[src/rtl/systolic_tile_sequencer_if.sv]
// Operand stream into the tile sequencer: one shared A/W beat per handshake.
interface systolic_tile_sequencer_if #(
  parameter int INWIDTH = 8
) ();
  logic               in_valid;
  logic               in_ready;
  logic [INWIDTH-1:0] a_in;
  logic [INWIDTH-1:0] w_in;

  modport master (output in_valid, a_in, w_in, input in_ready);
  modport slave  (input in_valid, a_in, w_in, output in_ready);
endinterface

[src/rtl/systolic_tile_sequencer.sv]
// Tile sequencer: deinterleaves the A/W stream into per-row buffers, then
// issues row-skewed buffer reads, waits for the array to drain and pulses done.
module sts_row_lane #(
  parameter int TW  = 5,
  parameter int KW  = 5,
  parameter int ROW = 0
) (
  input  logic          clk,
  input  logic          rst,
  input  logic          feeding,
  input  logic          kill,
  input  logic [TW-1:0] t,
  input  logic [KW-1:0] k,
  output logic          rd,
  output logic          fv
);
  logic [31:0] t32, k32;
  logic        fv_d, fv_q;

  assign t32 = 32'(t);
  assign k32 = 32'(k);
  // Row ROW reads during its own k-cycle window, starting ROW cycles late.
  assign rd  = feeding && !kill && (t32 >= 32'(ROW)) && (t32 < 32'(ROW) + k32);

  always_comb begin
    fv_d = rd;
    if (kill) fv_d = 1'b0;
  end

  always_ff @(posedge clk or posedge rst)
    if (rst) fv_q <= 1'b0;
    else     fv_q <= fv_d;

  assign fv = fv_q;
endmodule

module systolic_tile_sequencer #(
  parameter  int ROWS      = 8,
  parameter  int INWIDTH   = 8,
  parameter  int KMAX      = 16,
  parameter  int DRAIN_CYC = 15,
  localparam int KW        = $clog2(KMAX + 1)
) (
  input  logic                        clk,
  input  logic                        rst,
  input  logic                        start,
  input  logic [KW-1:0]               k_len,
  input  logic                        abort,
  systolic_tile_sequencer_if.slave    s,
  input  logic [ROWS-1:0]             buf_full,
  output logic [ROWS-1:0]             buf_wr,
  output logic [INWIDTH-1:0]          buf_din_a,
  output logic [INWIDTH-1:0]          buf_din_w,
  output logic [ROWS-1:0]             buf_rd,
  output logic [ROWS-1:0]             feed_valid,
  output logic                        pe_clear,
  output logic                        busy,
  output logic                        done
);
  localparam int RW = (ROWS > 1) ? $clog2(ROWS) : 1;
  localparam int TW = $clog2(KMAX + ROWS);
  localparam int DW = (DRAIN_CYC > 1) ? $clog2(DRAIN_CYC) : 1;

  localparam logic [KW-1:0] KMAX_K     = KW'(KMAX);
  localparam logic [RW-1:0] R_LAST     = RW'(ROWS - 1);
  localparam logic [DW-1:0] DRAIN_LAST = DW'(DRAIN_CYC - 1);

  localparam logic [2:0] S_IDLE  = 3'd0;
  localparam logic [2:0] S_LOAD  = 3'd1;
  localparam logic [2:0] S_FEED  = 3'd2;
  localparam logic [2:0] S_DRAIN = 3'd3;
  localparam logic [2:0] S_DONE  = 3'd4;

  logic [2:0]         state_d, state_q;
  logic [KW-1:0]      k_d, k_q;
  logic [RW-1:0]      r_d, r_q;
  logic [KW-1:0]      c_d, c_q;
  logic [TW-1:0]      t_d, t_q;
  logic [DW-1:0]      dcnt_d, dcnt_q;
  logic [ROWS-1:0]    wr_d, wr_q;
  logic [INWIDTH-1:0] din_a_d, din_a_q, din_w_d, din_w_q;
  logic [TW-1:0]      t_last;
  logic               hs, feeding;

  assign s.in_ready = (state_q == S_LOAD) && !buf_full[r_q];
  assign hs         = s.in_valid && s.in_ready;
  assign t_last     = TW'(k_q) + TW'(ROWS - 2);
  assign feeding    = (state_q == S_FEED);

  always_comb begin
    state_d = state_q;
    k_d     = k_q;
    r_d     = r_q;
    c_d     = c_q;
    t_d     = t_q;
    dcnt_d  = dcnt_q;
    wr_d    = '0;
    din_a_d = din_a_q;
    din_w_d = din_w_q;
    case (state_q)
      S_IDLE: begin
        if (start && (k_len != '0)) begin
          state_d = S_LOAD;
          k_d     = (k_len > KMAX_K) ? KMAX_K : k_len;
          r_d     = '0;
          c_d     = '0;
        end
      end
      S_LOAD: begin
        if (hs) begin
          wr_d    = ROWS'(1) << r_q;
          din_a_d = s.a_in;
          din_w_d = s.w_in;
          if (r_q == R_LAST) begin
            r_d = '0;
            // Last row of the last column: the whole tile is in the buffers.
            if (c_q == k_q - KW'(1)) begin
              c_d     = '0;
              t_d     = '0;
              state_d = S_FEED;
            end else begin
              c_d = c_q + KW'(1);
            end
          end else begin
            r_d = r_q + RW'(1);
          end
        end
      end
      S_FEED: begin
        if (t_q == t_last) begin
          t_d     = '0;
          dcnt_d  = '0;
          state_d = (DRAIN_CYC == 0) ? S_DONE : S_DRAIN;
        end else begin
          t_d = t_q + TW'(1);
        end
      end
      S_DRAIN: begin
        if (dcnt_q == DRAIN_LAST) begin
          dcnt_d  = '0;
          state_d = S_DONE;
        end else begin
          dcnt_d = dcnt_q + DW'(1);
        end
      end
      S_DONE:  state_d = S_IDLE;
      default: state_d = S_IDLE;
    endcase
    if (abort && (state_q != S_IDLE)) begin
      state_d = S_IDLE;
      r_d     = '0;
      c_d     = '0;
      t_d     = '0;
      dcnt_d  = '0;
      wr_d    = '0;
    end
  end

  always_ff @(posedge clk or posedge rst) begin
    if (rst) begin
      state_q <= S_IDLE;
      k_q     <= '0;
      r_q     <= '0;
      c_q     <= '0;
      t_q     <= '0;
      dcnt_q  <= '0;
      wr_q    <= '0;
      din_a_q <= '0;
      din_w_q <= '0;
    end else begin
      state_q <= state_d;
      k_q     <= k_d;
      r_q     <= r_d;
      c_q     <= c_d;
      t_q     <= t_d;
      dcnt_q  <= dcnt_d;
      wr_q    <= wr_d;
      din_a_q <= din_a_d;
      din_w_q <= din_w_d;
    end
  end

  for (genvar i = 0; i < ROWS; i++) begin : g_row
    sts_row_lane #(.TW(TW), .KW(KW), .ROW(i)) u_lane (
      .clk     (clk),
      .rst     (rst),
      .feeding (feeding),
      .kill    (abort),
      .t       (t_q),
      .k       (k_q),
      .rd      (buf_rd[i]),
      .fv      (feed_valid[i])
    );
  end

  assign buf_wr    = wr_q;
  assign buf_din_a = din_a_q;
  assign buf_din_w = din_w_q;
  assign pe_clear  = feeding && (t_q == '0);
  assign busy      = (state_q != S_IDLE);
  assign done      = (state_q == S_DONE);
endmodule

[src/flat_wrapper.sv]
// flat-port wrapper written by rule: the top's interface ports become plain ports
module systolic_tile_sequencer_flat 
#(
  parameter  int ROWS      = 8,
  parameter  int INWIDTH   = 8,
  parameter  int KMAX      = 16,
  parameter  int DRAIN_CYC = 15,
  localparam int KW        = $clog2(KMAX + 1)
)
  (clk, rst, start, k_len, abort, buf_full, buf_wr, buf_din_a, buf_din_w, buf_rd, feed_valid, pe_clear, busy, done, s_in_valid, s_a_in, s_w_in, s_in_ready);
  systolic_tile_sequencer_if #(.INWIDTH(INWIDTH)) s_i ();
  input  logic clk;
  input  logic rst;
  input  logic start;
  input  logic [KW-1:0] k_len;
  input  logic abort;
  input  logic [ROWS-1:0] buf_full;
  output logic [ROWS-1:0] buf_wr;
  output logic [INWIDTH-1:0] buf_din_a;
  output logic [INWIDTH-1:0] buf_din_w;
  output logic [ROWS-1:0] buf_rd;
  output logic [ROWS-1:0] feed_valid;
  output logic pe_clear;
  output logic busy;
  output logic done;
  input wire logic [$bits(s_i.in_valid)-1:0] s_in_valid;
  input wire logic [$bits(s_i.a_in)-1:0] s_a_in;
  input wire logic [$bits(s_i.w_in)-1:0] s_w_in;
  output wire logic [$bits(s_i.in_ready)-1:0] s_in_ready;
  assign s_i.in_valid = s_in_valid;
  assign s_i.a_in = s_a_in;
  assign s_i.w_in = s_w_in;
  assign s_in_ready = s_i.in_ready;
  systolic_tile_sequencer #(.ROWS(ROWS), .INWIDTH(INWIDTH), .KMAX(KMAX), .DRAIN_CYC(DRAIN_CYC)) u_core (.clk(clk), .rst(rst), .start(start), .k_len(k_len), .abort(abort), .s(s_i), .buf_full(buf_full), .buf_wr(buf_wr), .buf_din_a(buf_din_a), .buf_din_w(buf_din_w), .buf_rd(buf_rd), .feed_valid(feed_valid), .pe_clear(pe_clear), .busy(busy), .done(done));
endmodule
[config.mk]
export PLATFORM = sky130hd
export DESIGN_NAME = systolic_tile_sequencer_flat
export DESIGN_NICKNAME = d
export VERILOG_FILES = /design/src/rtl/systolic_tile_sequencer_if.sv /design/src/rtl/systolic_tile_sequencer.sv /design/src/flat_wrapper.sv
export SDC_FILE = /design/constraint.sdc
export NUM_CORES = 1
export LEC_CHECK = 0
export CAP_MARGIN = 15
export CORE_MARGIN = 4
export CORE_UTILIZATION = 45
export DETAILED_ROUTE_END_ITERATION = 8
export PLACE_DENSITY = 0.71
export SYNTH_ARGS = -nofsm -noshare
export SYNTH_HDL_FRONTEND = slang
export SYNTH_SLANG_ARGS = --single-unit
[constraint.sdc]
create_clock -name clk -period 9.3 [get_ports clk]
set_clock_uncertainty 0.05 [all_clocks]
set_input_delay 2.325 -clock clk [delete_from_list [all_inputs] [get_ports clk]]
set_output_delay 2.325 -clock clk [all_outputs]
set_load 0.02 [all_outputs]
==> impl_metrics.ini <==
[outcome]
status = completed

[final_layout]
fin_area_mm2 = 0.004860
nNetsFinal = 547
most-common-layout-cells = clkdlybuf4s50_1, dfrtp_1, ha_1
synthToLayoutAreaGrowth_pct = 23.46
diodes = 0
layout_commonest_cell = clkdlybuf4s50_1
drive_gt1_share_pct = 9.677
final_util_pct = 57.98

[global_routing]
grtUsageTotal_pct = 19.07
antenna_found_initial = 0
grt_max_degree = 58
grt_pass1_wl_um = 15410
grt_pass1_vias = 3226
grt-ovfl-total = 0

[power]
power.leakage_nw = 2.250
irDropWorstVdd_mv = 0.1407
power_density_mw_per_mm2 = 238.2

[synthesis]
synth_area_per_cell_um2 = 9.890
synth-seq-area-share_pct = 36.24
synth-edff-count = 0
synth_ff_type = dfrtp_1
ys_ff_latch = 57
synth_fp_nets = 485
netlist_instances = 398
synth_cell_types = 49
yosysWarnings = 0
syn-cell-area_mm2 = 0.003936
synth-async-reset-ratio_pct = 100.0

[floorplan]
fp.coreArea_mm2 = 0.008382
die-area_mm2 = 0.01031
chipWidth_um = 101.5
die_y_um = 101.5
io_pins = 78
start_util_pct = 46.96
rows = 33

[drt]
vias = 3054
top_layer = met4
wl_per_cell_um = 15.88
routed_via_density = 5.358
route.met3.wl_um = 544
drt_wl_total_um = 9054
m1WireLength_um = 3963
drc = 0
drt-pass1-iter-count = 4
drt_iter0_drc = 201
dr_wl_met2_um = 4383
antenna_left = 0

[clocking]
postCtsResizedCells = 0
cts_setup_buffers = 0
clkSinkCount = 57
cts_tree = done
clk_latency_ns = 0.34
holdBufCountCts = 0
clock_path_buffers = 2
clk_pin_slew_ns = 0.06
cts-buffers-inserted = 9
cts.htree.levels = 3
root_buffer = clkbuf_8

[placement]
placed_area_mm2 = 0.004672
finalWeightedCongestion = 0.8305
hpwl_um = 6715
port-buffer-count = 77

[timing]
hold_viol_final = 0
fmax_ghz = 0.1455
tns_ns = 0
min_period_ns = 6.873
rsz0062_at_grt = no
period_share_pct = 73.90
finalSetupViolations = 0
worstMarginPinSlew_ns = 0.8778
slew_headroom_pct = 41.03
drv_slew = 0

[setup_path]
cpPeakStageDelay_ns = 0.66
critPathLaunchType = primary input
critPathTopFamily = buffers and inverters
slowest_stage = clkdlybuf4s50_1
path_buf_inv = 2
worstSetupPathType = in2out
rrSetupSlack_ns = 6.54
crit_path_cell_trace = clkdlybuf4s50_1, nor2_1, nand2_1, or2_2, a211oi_1, clkdlybuf4s50_1
endpoint = buf_rd[2]
r2r_end = u_core.t_q[1]
crit_arrival_ns = 4.50
startpoint = abort
cp_num_cells = 6
crit_fanout = 8
cp_common_cell = clkdlybuf4s50_1
required_ns = 6.93
r2r_cells = 8
r2r-start = u_core.k_q[3]
cp-end-kind = output port

[flow_run]
max-cap-violations = 0

[min_path]
min_path_cells = 1
min_path_type = reg2reg
## registers in the layout, indices dropped and copies added (netlist names), 4 cells and up
| signal | count |
|---|---|
| u_core.buf_din_a | 8 |
| u_core.buf_din_w | 8 |
| u_core.buf_wr | 8 |
| u_core.c_q | 5 |
| u_core.dcnt_q | 4 |
| u_core.g_row.u_lane.fv | 8 |
| u_core.k_q | 5 |
| u_core.t_q | 5 |
## synth_stat cells, types with 7 or more instances
| cell | instances | area share [%] |
|---|---|---|
| ha_1 | 53 | 17 |
| dfrtp_1 | 57 | 36 |
| a211oi_1 | 8 | 1.5 |
| buf_4 | 19 | 3.6 |
| nand2b_1 | 10 | 1.6 |
| mux2_2 | 17 | 4.9 |
| xnor2_1 | 16 | 3.6 |
| and3_1 | 16 | 2.5 |
| a21oi_1 | 12 | 1.5 |
| a21o_1 | 7 | 1.3 |
| nor2_1 | 14 | 1.3 |
| o21ai_0 | 23 | 2.9 |
| o22ai_1 | 7 | 1.1 |
| nand2_1 | 29 | 2.8 |
| inv_1 | 21 | 2.0 |
| o21a_1 | 13 | 2.5 |
| xor2_1 | 9 | 2.0 |
## logic make-up (layout without fill, tap and decap cells)
| logic type | after synthesis | after routing | synth area share (%) |
|---|---|---|---|
| AOI/OAI and AO/OA | 86 | 86 | 14.15 |
| xor gates and xnor gates | 25 | 25 | 5.563 |
| adders and majority gates | 53 | 53 | 16.85 |
| buffers and inverters | 52 | 119 | 6.898 |
| DFF | 57 | 57 | 36.24 |
| muxes | 21 | 21 | 6.007 |
| and+or+nand+nor | 104 | 104 | 14.30 |
## where the power goes
group          internal (W)  switching, W
clock              0.000123      0.000105
sequential         0.000299     0.0000653
combinational      0.000269      0.000296
## worst reg2reg max path: stages (launching register included)
cell	delay, ns
dfrtp_1	0.59
clkinv_1	0.39
ha_1	0.31
nand2_1	0.10
xnor2_1	0.08
nor4_2	0.52
and4_4	0.33
nor2_2	0.07
a32o_1	0.20
## layout make-up
cell class                 instances  area, µm²
fill                             730       3522
sequential                        57       1426
timing repair buffer              79      785.8
clock buffer                      11      131.4
multi-input combinational        289       2238
tap                              105      131.4
clock inverter                     5      56.30
inverter                          24      90.09
## worst min path at each step
stage	slack, ns	to	startpoint
2_1_floorplan	0.44	u_core.c_q[3]	u_core.c_q[3]
3_3_place_gp	0.44	u_core.buf_din_a[6]	u_core.buf_din_a[6]
3_5_place_dp	0.45	u_core.buf_din_a[5]	u_core.buf_din_a[5]
4_1_cts	0.46	u_core.buf_din_a[5]	u_core.buf_din_a[5]
5_1_grt	0.49	u_core.c_q[3]	u_core.c_q[3]
6_report	0.46	u_core.buf_din_a[5]	u_core.buf_din_a[5]
## per-stage QoR
stage                     setup WS [ns]  hold slack [ns]  std cells  power [W]
final                             2.428           0.4580        570   0.001157
after global routing              2.260           0.4890        570   0.001251
after CTS                         2.417           0.4606        570   0.001167
after detailed placement          2.422           0.4463        554  0.0009308
after global placement            2.508           0.4386        554  0.0009098
after floorplan                   3.558           0.4393        398  0.0007444
## per-layer routing
layer | vias to the layer above | track usage (%)
li1 | 1502 | -
met3 | 13 | 6.198
met1 | 1461 | 23.20
met4 | 0 | 5.726
met5 | - | 0
met2 | 78 | 32.19
Note: power is estimated with default switching activity, not from simulation.
